File: src/rtl/reaction_ctrl.sv
// Start-sequence controller for the reaction-time game: light ramp, random hold, timing,
// jump-start and timeout detection. Optional best-time capture under REACTION_BEST_EN.
module reaction_ctrl #(
    parameter int unsigned N_LIGHTS   = 10,
    parameter int unsigned STEP_MS    = 500,
    parameter int unsigned DELAY_MIN  = 250,
    parameter int unsigned DELAY_MASK = 1023,
    parameter int unsigned TIMEOUT_MS = 9999
) (
    input  logic                clk,
    input  logic                reset,
    input  logic                tick_ms,
    input  logic                start,
    input  logic                stop,
    input  logic [15:0]         rt_in,
    output logic [N_LIGHTS-1:0] ledr,
    output logic                count_en,
    output logic                count_clr,
    output logic                time_valid,
    output logic                jump_start,
    output logic                timeout,
    output logic [15:0]         best_time,
    output logic                best_valid
);

    typedef enum logic [2:0] {
        StIdle,
        StLights,
        StHold,
        StTiming,
        StDone,
        StFoul
    } state_e;

    localparam logic [15:0] StepLast    = 16'(STEP_MS - 1);
    localparam logic [15:0] TimeoutLast = 16'(TIMEOUT_MS - 1);
    localparam logic [15:0] HoldMin     = 16'(DELAY_MIN);
    localparam logic [15:0] HoldMask    = 16'(DELAY_MASK);

    state_e              r_state;
    state_e              w_next;
    logic [15:0]         r_ms;
    logic [15:0]         r_hold;
    logic [15:0]         r_lfsr;
    logic [N_LIGHTS-1:0] r_ledr;
    logic                r_count_clr;
    logic                r_timeout;

    logic w_step;
    logic w_all_on;
    logic w_restart;
    logic w_lfsr_fb;

    assign w_step    = tick_ms && (r_ms == StepLast);
    assign w_all_on  = &r_ledr;
    assign w_lfsr_fb = r_lfsr[15] ^ r_lfsr[13] ^ r_lfsr[12] ^ r_lfsr[10];
    assign w_restart = (w_next == StLights) && (r_state != StLights);

    // stop takes priority over start and ticks everywhere it is meaningful
    always_comb begin
        w_next = r_state;
        unique case (r_state)
            StIdle, StDone, StFoul: begin
                if (start) w_next = StLights;
            end
            StLights: begin
                if (stop)                     w_next = StFoul;
                else if (w_step && w_all_on)  w_next = StHold;
            end
            StHold: begin
                if (stop)                              w_next = StFoul;
                else if (tick_ms && r_hold <= 16'd1)   w_next = StTiming;
            end
            StTiming: begin
                if (stop)                                   w_next = StDone;
                else if (tick_ms && r_ms == TimeoutLast)    w_next = StDone;
            end
            default: w_next = StIdle;
        endcase
    end

    always_ff @(posedge clk) begin
        if (reset) begin
            r_state     <= StIdle;
            r_ms        <= '0;
            r_hold      <= '0;
            r_lfsr      <= 16'hACE1;
            r_ledr      <= '0;
            r_count_clr <= 1'b0;
            r_timeout   <= 1'b0;
        end else begin
            r_state     <= w_next;
            r_lfsr      <= {r_lfsr[14:0], w_lfsr_fb};
            r_count_clr <= w_restart;

            if (w_next != r_state) begin
                r_ms <= '0;
            end else if (r_state == StLights && w_step) begin
                r_ms <= '0;
            end else if (tick_ms && r_ms != 16'hFFFF) begin
                r_ms <= r_ms + 16'd1;
            end

            if (w_restart) begin
                r_ledr <= '0;
            end else if (r_state == StLights && w_step && !w_all_on) begin
                r_ledr <= {r_ledr[N_LIGHTS-2:0], 1'b1};
            end

            if (r_state == StLights && w_next == StHold) begin
                r_hold <= HoldMin + (r_lfsr & HoldMask);
            end else if (r_state == StHold && tick_ms && r_hold != 16'd0) begin
                r_hold <= r_hold - 16'd1;
            end

            if (w_restart) begin
                r_timeout <= 1'b0;
            end else if (r_state == StTiming && w_next == StDone && !stop) begin
                r_timeout <= 1'b1;
            end
        end
    end

    always_comb begin
        ledr = '0;
        unique case (r_state)
            StLights:       ledr = r_ledr;
            StHold, StFoul: ledr = '1;
            default:        ledr = '0;
        endcase
    end

    assign count_en   = (r_state == StTiming);
    assign count_clr  = r_count_clr;
    assign time_valid = (r_state == StDone) && !r_timeout;
    assign jump_start = (r_state == StFoul);
    assign timeout    = r_timeout;

`ifdef REACTION_BEST_EN
    logic        r_was_timing;
    logic [15:0] r_best_time;
    logic        r_best_valid;

    // Capture one cycle into DONE so the counter has settled on its final value
    always_ff @(posedge clk) begin
        if (reset) begin
            r_was_timing <= 1'b0;
            r_best_time  <= '0;
            r_best_valid <= 1'b0;
        end else begin
            r_was_timing <= (r_state == StTiming);
            if (r_state == StDone && r_was_timing && !r_timeout &&
                (!r_best_valid || rt_in < r_best_time)) begin
                r_best_time  <= rt_in;
                r_best_valid <= 1'b1;
            end
        end
    end

    assign best_time  = r_best_time;
    assign best_valid = r_best_valid;
`else
    logic w_unused_rt;
    assign w_unused_rt = ^rt_in;
    assign best_time   = '0;
    assign best_valid  = 1'b0;
`endif

endmodule
File: config.mk
export PLATFORM = sky130hd
export DESIGN_NAME = reaction_ctrl
export DESIGN_NICKNAME = d
export VERILOG_FILES = /design/src/rtl/reaction_ctrl.sv
export SDC_FILE = /design/constraint.sdc
export NUM_CORES = 1
export LEC_CHECK = 0
export CAP_MARGIN = 20
export CORE_MARGIN = 5
export CORE_UTILIZATION = 30
export CTS_CLUSTER_DIAMETER = 60
export DETAILED_ROUTE_END_ITERATION = 6
export SYNTH_ARGS = -nofsm -noshare
export SYNTH_HDL_FRONTEND = slang
export SYNTH_SLANG_ARGS = --single-unit
export TNS_END_PERCENT = 5
File: constraint.sdc
create_clock -name clk -period 3.8 [get_ports clk]
set_input_delay 0.76 -clock clk [delete_from_list [all_inputs] [get_ports clk]]
set_output_delay 0.76 -clock clk [all_outputs]
set_load 0.01 [all_outputs]
==> flow_metrics.py <==
metrics = {
    "power": {
        "power_density_mw_per_mm2": 423,
        "ir_worst_vdd_mv": 0.271,
        "swShare_pct": 22.1,
        "power_frac_clock_pct": 51.0,
        "internal_power_mw": 1.30,
        "sequentialPowerShare_pct": 41.9,
        "comb_power_share_pct": 7.2,
        "p_sw_mw": 0.370,
        "p_leak_nw": 1.38,
        "power_mw": 1.67,
    },
    "routing": {
        "drt_first_pass_iters": 4,
        "first_iter_violations": 94,
        "via_per_inst": 4.80,
        "postRouteAntennaNets": 0,
        "drc_errors": 0,
        "wirelength_um": 7070,
        "avgRoutedWirePerCell_um": 12.6,
        "vias": 2685,
    },
    "setup_path": {
        "startpoint": "r_state[2]",
        "crit_path_end_kind": "output pin",
        "start_kind": "flop",
        "crit_type": "flop to output pin",
        "crit_slowest_cell": "dfxtp_1",
        "critPathMaxStageDelay_ns": 0.80,
        "cp_max_fo": 23,
        "cp.arrival_ns": 2.26,
        "crit_chain": "nor2b_1 -> nand2b_1 -> o21ai_0 -> clkdlybuf4s50_1",
        "cp.required_ns": 3.04,
        "r2r_start": "r_hold[9]",
    },
    "die": {
        "dieArea_mm2": 0.0136,
        "die_w_um": 117,
        "fp.coreArea_mm2": 0.0113,
        "rows": 39,
        "start_util_pct": 30.3,
        "ioPinCount": 53,
        "die_h_um": 117,
    },
    "timing": {
        "relSlewSlack_pct": 50.0,
        "tns_ns": 0,
        "finClkSkew_ns": 0.00632,
        "finalCritPeriodShare_pct": 79.4,
        "layout_setup_ws_ns": 0.785,
        "fmax_mhz": 332,
        "hold_ws_ns": 0.411,
        "tightest_slew_ns": 0.731,
        "finalCriticalPeriod_ns": 3.02,
        "maxSlewViolCount": 0,
        "setup_viol": 0,
        "rsz0062_at_grt": "false",
        "hold_violations": 0,
    },
    "global_route": {
        "grt_pass1_wl_um": 11800,
        "grt-ovfl-total": 0,
        "grt_pass1_vias": 2525,
        "grt_usage_pct": 10.8,
        "antenna_found_initial": 0,
        "grt_start_max_net_pins": 28,
    },
    "synthesis": {
        "yosysTopAreaCell": "dfxtp_1",
        "synthTopCellsByArea": "dfxtp_1 37%, xnor2_1 7.2%, nor2_1 4.9%",
        "yosysWarnings": 0,
        "postSynthAreaPerCell_um2": 8.58,
        "synth.ff_latch_count": 63,
        "synth_top_area_share_pct": 36.9,
        "synthFlopType": "dfxtp_1",
        "synth_cell_type_count": 56,
        "synthTopCellsByCount": "63 x dfxtp_1, 45 x nor2_1, 31 x nor3_1",
        "syn_area_mm2": 0.00342,
        "ys_seq_area_share_pct": 36.9,
        "synth_edf_count": 0,
        "synth_cells": 398,
        "synth.most_common_cell": "dfxtp_1",
        "async_flop_share_pct": 0,
    },
    "clocking": {
        "cts_tree": "done",
        "path_clk_slew_ns": 0.05,
        "clockBufferDepth": 2,
        "cts_max_level": 3,
        "cts-hold-fix-buffers": 0,
        "clk_latency_ns": 0.33,
        "root_buffer": "clkbuf_16",
        "postCtsSetupRepairBufs": 0,
        "numCtsBuffers": 9,
        "cts-resized-gates": 0,
        "numClockSinks": 63,
    },
    "layout": {
        "final_nets": 438,
        "diodes": 0,
        "layout-drive-gt1-share_pct": 9.13,
        "syn_to_final_growth_pct": 15.6,
    },
    "placement": {
        "post-place-ws_ns": 0.939,
        "place_congestion": 0.805,
        "port_buffers": 19,
        "dp_hpwl_um": 5090,
    },
    "min_path": {
        "min_from": "r_lfsr[14]",
        "hold_path_class": "flop to flop",
    },
    "job": {
        "cap_viol_max_count": 0,
    },
    "status": {
        "outcome": "completed",
    },
}
-- through the flow --
stage / utilization (%) / std cells / cell area (µm²)
2_1_floorplan: - / 414 / 3480
3_3_place_gp: 32.3 / 542 / 3640
3_5_place_dp: 32.3 / 542 / 3640
4_1_cts: 35.0 / 558 / 3940
5_1_grt: 35.0 / 559 / 3950
6_report: 35.0 / 559 / 3950
-- cell type report --
type | instances | area (µm²)
clock buffer | 12 | 236
clock inverter | 4 | 70.1
fill | 1148 | 7320
inverter | 9 | 33.8
multi-input combinational | 305 | 1950
sequential | 63 | 1260
tap | 143 | 179
timing repair buffer | 23 | 218
-- routing by layer --
layer	share of wire (%)	GRT usage, %
met5	0	0
met4	2.1	3.98
met1	49	14.1
met3	3.7	3.78
met2	46	16.6
-- power by group through the flow --
stage	Clock [mW]	Sequential, mW	Combinational, mW
after floorplan	0	0.704	0.108
after global placement	0	0.712	0.119
after detailed placement	0	0.713	0.120
after CTS	0.872	0.699	0.121
after global routing	0.905	0.702	0.136
final	0.851	0.699	0.119
-- logic make-up (layout without fill, tap and decap cells) --
group,after synthesis,count (layout),share of synthesized area (%)
AOI/OAI and AO/OA,55,55,10.7
and+or+nand+nor,178,178,29.2
adders and majority gates,6,6,2.20
muxes,12,12,3.55
xor gates and xnor gates,37,37,9.49
buffers and inverters,46,48,7.77
DFF,63,63,36.9
other,1,17,0.110
-- final timing paths --
| kind | cells past startpoint | slack [ns] | endpoint |
|---|---|---|---|
| max | 4 | 0.78 | ledr[0] |
| min | 1 | 0.41 | r_lfsr[15] |
| max reg2reg | 5 | 1.54 | r_hold[1] |
| min reg2reg | 1 | 0.41 | r_lfsr[15] |
-- layout by cell type, fill, tap and decap left out, drive strengths merged, types with 11 or more instances in the layout --
cell type	count
o21ai	14
nor4	14
a21oi	13
nand2	17
nor3	31
mux2i	11
xnor2	28
nor2	45
conb	17
clkbuf	13
dfxtp	63
clkdlybuf4s50	19
-- registers in the layout, summed over array words and instances, names as in the netlist --
| signal | count |
|---|---|
| r_hold | 16 |
| r_ledr | 10 |
| r_lfsr | 16 |
| r_ms | 16 |
| count_clr | 1 |
| r_state | 3 |
| timeout | 1 |
-- critical path, delay by kind of cell, from the launching register on --
kind | cells | cell delay, ns
DFF | 1 | 0.80
and+or+nand+nor | 2 | 0.47
AOI/OAI and AO/OA | 1 | 0.16
buffers and inverters | 1 | 0.51
No activity file was read; power rests on OpenSTA's default activity.
